<file path="src/rtl/tt_sweep_pkg.sv">
// Shared types and width helpers for the truth-table sweep sequencer.
package tt_sweep_pkg;

  typedef enum logic [1:0] {
    S_IDLE   = 2'd0,
    S_SETTLE = 2'd1,
    S_DONE   = 2'd2
  } state_e;

  localparam int CNT_W_MIN = 1;

  function automatic int tbl_w(input int n);
    return 1 << n;
  endfunction

  // A settle time of one cycle still needs a one-bit counter.
  function automatic int cnt_w(input int settle);
    return (settle > 1) ? $clog2(settle) : CNT_W_MIN;
  endfunction

endpackage

</file>
<file path="src/rtl/tt_settle_timer.sv">
// Settle-time counter: counts 0..SETTLE-1 while enabled, tick marks the last count.
module tt_settle_timer
  import tt_sweep_pkg::*;
#(
  parameter int SETTLE = 4
) (
  input  logic clk,
  input  logic rst_n,
  input  logic clear,
  input  logic enable,
  output logic tick
);

  localparam int CW = cnt_w(SETTLE);
  localparam logic [CW-1:0] LAST = CW'(SETTLE - 1);

  logic [CW-1:0] cnt_q, cnt_d;

  assign tick = (cnt_q == LAST);

  always_comb begin
    cnt_d = cnt_q;
    if (clear) begin
      cnt_d = '0;
    end else if (enable) begin
      cnt_d = tick ? '0 : cnt_q + CW'(1);
    end
  end

  always_ff @(posedge clk or negedge rst_n) begin
    if (!rst_n) begin
      cnt_q <= '0;
    end else begin
      cnt_q <= cnt_d;
    end
  end

endmodule

</file>
<file path="src/rtl/truth_table_sweep.sv">
// Walks every input vector of a gate, samples its output after SETTLE cycles and builds
// the truth table on port tbl ('table' is a reserved word). TT_CHECK_EN adds expected/match.
module truth_table_sweep
  import tt_sweep_pkg::*;
#(
  parameter int N_IN   = 3,
  parameter int SETTLE = 4
) (
  input  logic                      clk,
  input  logic                      rst_n,
  input  logic                      start,
  input  logic                      abort,
  output logic                      busy,
  output logic                      done,
  output logic [N_IN-1:0]           dut_in,
  input  logic                      dut_out,
  output logic [tbl_w(N_IN)-1:0]    tbl
`ifdef TT_CHECK_EN
  ,
  input  logic [tbl_w(N_IN)-1:0]    expected,
  output logic                      match
`endif
);

  localparam int TW = tbl_w(N_IN);

  state_e          state_q, state_d;
  logic [N_IN-1:0] idx_q, idx_d;
  logic [TW-1:0]   tbl_q, tbl_d;
  logic            busy_q, busy_d;
  logic            done_q, done_d;
  logic            tick, timer_clear, timer_en;

  assign timer_en    = (state_q == S_SETTLE);
  assign timer_clear = (state_q != S_SETTLE) || abort;

  tt_settle_timer #(.SETTLE(SETTLE)) u_timer (
    .clk    (clk),
    .rst_n  (rst_n),
    .clear  (timer_clear),
    .enable (timer_en),
    .tick   (tick)
  );

  always_comb begin
    state_d = state_q;
    idx_d   = idx_q;
    tbl_d   = tbl_q;
    busy_d  = busy_q;
    done_d  = 1'b0;
    unique case (state_q)
      S_IDLE: begin
        if (start && !abort) begin
          state_d = S_SETTLE;
          idx_d   = '0;
          tbl_d   = '0;
          busy_d  = 1'b1;
        end
      end
      S_SETTLE: begin
        // Abort keeps the bits already sampled so a host can inspect a partial sweep.
        if (abort) begin
          state_d = S_IDLE;
          idx_d   = '0;
          busy_d  = 1'b0;
        end else if (tick) begin
          tbl_d[idx_q] = dut_out;
          if (idx_q == '1) begin
            idx_d   = '0;
            state_d = S_DONE;
            busy_d  = 1'b0;
            done_d  = 1'b1;
          end else begin
            idx_d = idx_q + N_IN'(1);
          end
        end
      end
      S_DONE: begin
        state_d = S_IDLE;
      end
      default: begin
        state_d = S_IDLE;
        busy_d  = 1'b0;
      end
    endcase
  end

  always_ff @(posedge clk or negedge rst_n) begin
    if (!rst_n) begin
      state_q <= S_IDLE;
      idx_q   <= '0;
      tbl_q   <= '0;
      busy_q  <= 1'b0;
      done_q  <= 1'b0;
    end else begin
      state_q <= state_d;
      idx_q   <= idx_d;
      tbl_q   <= tbl_d;
      busy_q  <= busy_d;
      done_q  <= done_d;
    end
  end

  assign busy   = busy_q;
  assign done   = done_q;
  assign dut_in = idx_q;
  assign tbl    = tbl_q;

`ifdef TT_CHECK_EN
  logic match_q, match_d;

  // Compare against the table as it will be after the final sample, so match lines up with done.
  always_comb begin
    match_d = match_q;
    if (abort) begin
      match_d = 1'b0;
    end else if (state_q == S_IDLE && start) begin
      match_d = 1'b0;
    end else if (state_q == S_SETTLE && state_d == S_DONE) begin
      match_d = (tbl_d == expected);
    end
  end

  always_ff @(posedge clk or negedge rst_n) begin
    if (!rst_n) begin
      match_q <= 1'b0;
    end else begin
      match_q <= match_d;
    end
  end

  assign match = match_q;
`endif

endmodule

</file>
<file path="config.mk">
export PLATFORM = sky130hd
export DESIGN_NAME = truth_table_sweep
export DESIGN_NICKNAME = d
export VERILOG_FILES = /design/src/rtl/tt_sweep_pkg.sv /design/src/rtl/tt_settle_timer.sv /design/src/rtl/truth_table_sweep.sv
export SDC_FILE = /design/constraint.sdc
export NUM_CORES = 1
export LEC_CHECK = 0
export CORE_ASPECT_RATIO = 1.1
export CORE_UTILIZATION = 53
export DETAILED_ROUTE_END_ITERATION = 12
export PLACE_DENSITY = 0.84
export SETUP_SLACK_MARGIN = 0.3
export SLEW_MARGIN = 20
export SYNTH_ARGS = -nofsm -noshare
export SYNTH_HDL_FRONTEND = slang
export SYNTH_SLANG_ARGS = --single-unit
export TNS_END_PERCENT = 100
</file>
<file path="constraint.sdc">
create_clock -name clk -period 2.75 [get_ports clk]
set_input_delay 0.55 -clock clk [delete_from_list [all_inputs] [get_ports clk]]
set_output_delay 0.55 -clock clk [all_outputs]
set_load 0.01 [all_outputs]
</file>
==> flow_summary.ini, run 1 <==
[sta]
fin_crit_sh = 0.761
worst_pin_slew_ps = 753
rsz0062_at_grt = no
fmax_mhz = 478
finalMaxSlewViolations = 0
hold_viol = 0
finalSetupViolCount = 0
timing.final.crit_period_ps = 2090
tns_ps = 0
relSlewSlack = 0.496
finalClockSkew_ps = 7.57
hold-worst-slack_ps = 476

[cts]
cts_buffer_depth = 2
clock_sinks = 17
cts_tree = yes
htreeDepth = 1
cts_resized = 0
root_buffer = clkbuf_4
cts_buffers = 3
cts_hold_buffers = 0
clkLatencyLatePin_ps = 300
path_clk_slew_ps = 100
postCtsSetupRepairBufs = 0

[drt]
drc = 0
initialDrtViolationCount = 6
ant_nets = 0
avgRoutedWirePerCell_um = 14.8
wirelength_mm = 1.81
via_count = 734
drt_first_pass_iters = 4
drt-vias-per-instance = 6.02

[worst_setup_path]
critPathMaxStageDelay_ps = 630
reg2reg_depth = 3
end_kind = primary output
crit_family = flip-flops
crit_required_ps = 2200
crit_buf_inv = 1
worstPathCellList = clkdlybuf4s50_1
critPathKind = reg2out
cp_max_fo = 15
cp.depth = 1
crit_arrival_ps = 1540
start_kind = flop
crit_slowest_cell = dfrtp_1

[logic_synthesis]
syn_area_per_cell_um2 = 10.4
ys_seq_area_frac = 0.461
syn_nets = 98
synthCells = 89
mappedNetlistArea_um2 = 923
yosys_warnings = 0
synth.distinct_cells = 27
ys_ff_latch = 17

[power]
pwr-share-comb = 0.130
internal_power_mw = 0.343
clockPowerShare = 0.286
swShare = 0.266
seq_power_share = 0.584
p_switching_mw = 0.125
power.density_nw_per_um2 = 419
cellLeakagePower_nw = 0.454
peakVddDrop_mv = 0.258

[worst_hold_path]
hold_class = reg2reg
min_path_cells = 1

[layout]
final_nets = 115
n_antenna_cell = 0
drive_above_1_share = 0.0667
fin_area_um2 = 1120
area_growth_syn_to_layout_pct = 20.9
layout.cells.non_filler = 122
num-fill-cells = 110
multi_input_area_um2 = 423
utilization = 0.700
ff_latch_area_um2 = 425

[place]
dp_cells = 118
place.gp.congestion = 0.743
io_buffers = 17
dp.final_hpwl_mm = 1.26
place_area_um2 = 1090

[floorplanning]
core_um2 = 1600
start_util = 0.579
die_h_um = 45.8
rows = 15
num_io_pins = 18
die-area_um2 = 1910
die_w_um = 41.8

[global_route]
antenna_found_initial = 0
track_usage = 0.216
grt_pass1_wl_mm = 3.04
grt_pass1_vias = 670
grt_max_degree = 18
grt_overflow = 0

[outcome]
status = complete, no violations

[flow_run]
drv_cap = 0
registers in the layout, summed over array words and instances (netlist names):
register / flops
busy: 1
dut_in: 3
tbl: 8
u_timer.cnt_q: 2
state_q: 2
done: 1
per-layer routing:
layer / GRT usage / share of wire
met5: 0 / 0
met4: 0.110 / 0.015
met3: 0.0357 / 0.046
met2: 0.338 / 0.46
met1: 0.294 / 0.48
cell type report:
cell class | instances | share of cell area
Sequential cell | 17 | 0.381
Multi-Input combinational cell | 55 | 0.379
Timing Repair Buffer | 18 | 0.159
Inverter | 11 | 0.0370
Clock buffer | 3 | 0.0202
Tap cell | 17 | 0.0191
Clock inverter | 1 | 0.00448
power groups by stage:
stage	Combinational (mW)	Clock, mW	Sequential [mW]
final	0.0608	0.134	0.273
after global routing	0.0673	0.151	0.275
after CTS	0.0616	0.141	0.273
after detailed placement	0.0611	0	0.277
after global placement	0.0591	0	0.277
after floorplan	0.0403	0	0.270
cell usage in the layout, fill, tap and decap left out:
cell type,instances
mux2i_1,3
nor4bb_1,1
ha_1,4
and3_1,2
nand3b_1,4
dfrtp_1,17
a2111oi_1,1
o32ai_1,3
a21oi_2,1
inv_1,11
clkdlybuf4s50_1,17
mux2_1,1
a2111oi_2,1
nor3b_1,3
o22ai_1,6
a2111oi_0,6
clkinv_2,1
and2_1,1
nor3_1,1
clkbuf_4,3
or3b_1,4
nand3_1,2
a21oi_1,2
or3_1,1
buf_4,1
nand2_1,6
nor2b_1,1
o21ai_0,1
metrics by stage:
stage	worst slack (ps)	total power, mW
3_5_place_dp	606	0.339
2_1_floorplan	1180	0.311
3_3_place_gp	618	0.336
6_report	656	0.467
4_1_cts	658	0.475
5_1_grt	572	0.493
synthesized netlist by cell type:
master      n  area share
dfrtp_1    17        0.46
inv_1      11       0.045
a2111oi_0   6       0.057
nand2_1     6       0.024
o22ai_1     6       0.041
ha_1        4       0.054
nand3b_1    4       0.033
or3b_1      4       0.038
buf_2       3       0.016
mux2i_1     3       0.033
nor3b_1     3       0.024
o32ai_1     3       0.028
a21oi_1     2       0.011
and3_1      2       0.014
clkbuf_1    2      0.0081
nand3_1     2       0.011
a2111oi_1   1       0.011
a2111oi_2   1       0.016
a21oi_2     1      0.0095
and2_1      1      0.0068
buf_6       1       0.012
mux2_1      1       0.012
nor2b_1     1      0.0068
nor3_1      1      0.0054
nor4bb_1    1       0.011
o21ai_0     1      0.0054
or3_1       1      0.0068
logic make-up (layout without fill, tap and decap cells):
kind of cell / after synthesis / in the layout / synth area share
DFF: 17 / 17 / 0.461
muxes: 4 / 4 / 0.0447
adders and majority gates: 4 / 4 / 0.0542
buffers and inverters: 17 / 33 / 0.0813
and+or+nand+nor: 26 / 26 / 0.180
AOI/OAI and AO/OA: 21 / 21 / 0.179
final timing paths:
| check | from | end | slack (ps) |
|---|---|---|---|
| max in group asynchronous | rst_n | tbl[2] | 1590 |
| setup / recovery | dut_in[1] | dut_in[1] | 660 |
| setup reg to reg | dut_in[1] | tbl[2] | 960 |
| min in group asynchronous | rst_n | tbl[1] | 690 |
| hold reg to reg | u_timer.cnt_q[0] | u_timer.cnt_q[0] | 480 |
| hold / removal | u_timer.cnt_q[0] | u_timer.cnt_q[0] | 480 |
No activity file was read; power rests on OpenSTA's default activity.
==> inputs of run 2 (changes only) <==
--- a/config.mk
+++ b/config.mk
@@ -6,9 +6,9 @@
 export NUM_CORES = 1
 export LEC_CHECK = 0
 export CORE_ASPECT_RATIO = 1.1
-export CORE_UTILIZATION = 53
+export CORE_UTILIZATION = 45
 export DETAILED_ROUTE_END_ITERATION = 12
-export PLACE_DENSITY = 0.84
+export PLACE_DENSITY = 0.77
 export SETUP_SLACK_MARGIN = 0.3
 export SLEW_MARGIN = 20
 export SYNTH_ARGS = -nofsm -noshare
==> constraint.sdc (replaced) <==
create_clock -name clk -period 1.7 [get_ports clk]
set_input_delay 0.34 -clock clk [delete_from_list [all_inputs] [get_ports clk]]
set_output_delay 0.34 -clock clk [all_outputs]
set_load 0.01 [all_outputs]
==> run 2 against run 1 <==
Setup slack got worse by 580 ps; critical endpoint is now tbl[0]; register-to-register slack got worse by 880 ps; utilization rose by 14 points; clock power is 69% higher; sequential power up 58%.
==> flow_summary.ini, run 2 (synthesized netlist as in run 1, its figures left out) <==
[cts]
clock_sinks = 17
cts_buffers = 3
htreeDepth = 1
root_buffer = clkbuf_4
cts_tree = yes
cts_buffer_depth = 2
path_clk_slew_ps = 100
cts_hold_buffers = 0
clkLatencyLatePin_ps = 300

[sta]
hold_viol = 0
fin_crit_sh = 0.955
relSlewSlack = 0.693
worst_pin_slew_ps = 452
fmax_mhz = 616
timing.final.crit_period_ps = 1620
finalMaxSlewViolations = 0
rsz0062_at_grt = yes
finalClockSkew_ps = 4.56
tns_ps = 0
finalSetupViolCount = 0

[layout]
n_antenna_cell = 0
largest_reg_flops = 8
fin_area_um2 = 1570
area_growth_syn_to_layout_pct = 69.6
final_nets = 146
drive_above_1_share = 0.456
layout_common_cells = buf_4, dfrtp_1, dlygate4sd2_1, inv_1, buf_6
mostFrequentLayoutCell = buf_4
layout.cells.non_filler = 163

[floorplanning]
core_um2 = 1860
num_io_pins = 18
start_util = 0.496
die_w_um = 45.2
die-area_um2 = 2240
rows = 16
die_h_um = 49.5

[drt]
drc = 0
avgRoutedWirePerCell_um = 19.2
ant_nets = 0
wirelength_mm = 3.12
drt_first_pass_iters = 4
drt-vias-per-instance = 6.02
via_count = 982
initialDrtViolationCount = 33

[worst_setup_path]
critPathKind = reg2reg
start_kind = flop
end_kind = flop
crit_required_ps = 1870
crit_arrival_ps = 1790
cp_max_fo = 5

[global_route]
antenna_found_initial = 0
grt_overflow = 0
grt_pass1_wl_mm = 4.46
grt_max_degree = 18
grt_pass1_vias = 921
track_usage = 0.278

[flow_run]
drv_cap = 0

[place]
io_buffers = 17
place_area_um2 = 1200
dp_cells = 139
dp.final_hpwl_mm = 1.47
place.gp.congestion = 0.757

[power]
peakVddDrop_mv = 0.436
finalPower_mw = 0.892
power.density_nw_per_um2 = 569
cellLeakagePower_nw = 0.727

[outcome]
status = complete, no violations

[worst_hold_path]
hold_class = in2async
## run 2: cell type report
| class | instances | area [um2] |
|---|---|---|
| clock buffer | 4 | 26.3 |
| fill | 102 | 295 |
| inverter | 11 | 41.3 |
| multi-input combinational | 55 | 621 |
| sequential | 17 | 428 |
| tap | 27 | 33.8 |
| timing repair buffer | 49 | 417 |
## run 2: path summary, 6_finish.rpt
kind / start / to / slack [ps] / cells after the start
worst max register to register: dut_in[1] / tbl[0] / 80 / 4
worst max-delay path: dut_in[1] / tbl[0] / 80 / 4
max in group asynchronous: rst_n / dut_in[1] / 1140 / 2
min in group clk: tbl[1] / tbl[1] / 530 / 2
worst min register to register: tbl[1] / tbl[1] / 530 / 2
worst min-delay path: rst_n / tbl[2] / 350 / 2
## run 2: power by group
part / total [mW] / internal (mW) / switching [mW]
clock network: 0.227 / 0.0915 / 0.136
logic: 0.234 / 0.122 / 0.112
registers: 0.431 / 0.416 / 0.0148
## run 2: critical path, stage by stage (launching register included)
cell	delay, ps
dfrtp_2	450
buf_6	130
or3_4	390
a2111oi_4	380
o32ai_2	140
## run 2: timing repair
| action | in CTS | in global routing |
|---|---|---|
| pin swaps | 8 | 7 |
| setup buffers | 15 | 5 |
| endpoints found under the setup margin | 27 | 17 |
| gates resized for setup | 39 | 24 |
## run 2: metal layers
| metal | part of all wire | track usage | vias to the layer above |
|---|---|---|---|
| li1 | - | - | 428 |
| met1 | 0.39 | 0.359 | 493 |
| met2 | 0.52 | 0.452 | 51 |
| met3 | 0.063 | 0.0403 | 10 |
| met4 | 0.025 | 0.116 | 0 |
| met5 | 0 | 0 | - |
## run 2: metrics by stage
stage                     hold WS [ps]   util  worst slack, ps
after global placement             459  0.642             -151
after global routing               375  0.841             22.0
after floorplan                   44.4      -              223
after detailed placement           507  0.642             -193
final                              354  0.841             76.6
after CTS                          366  0.762              114
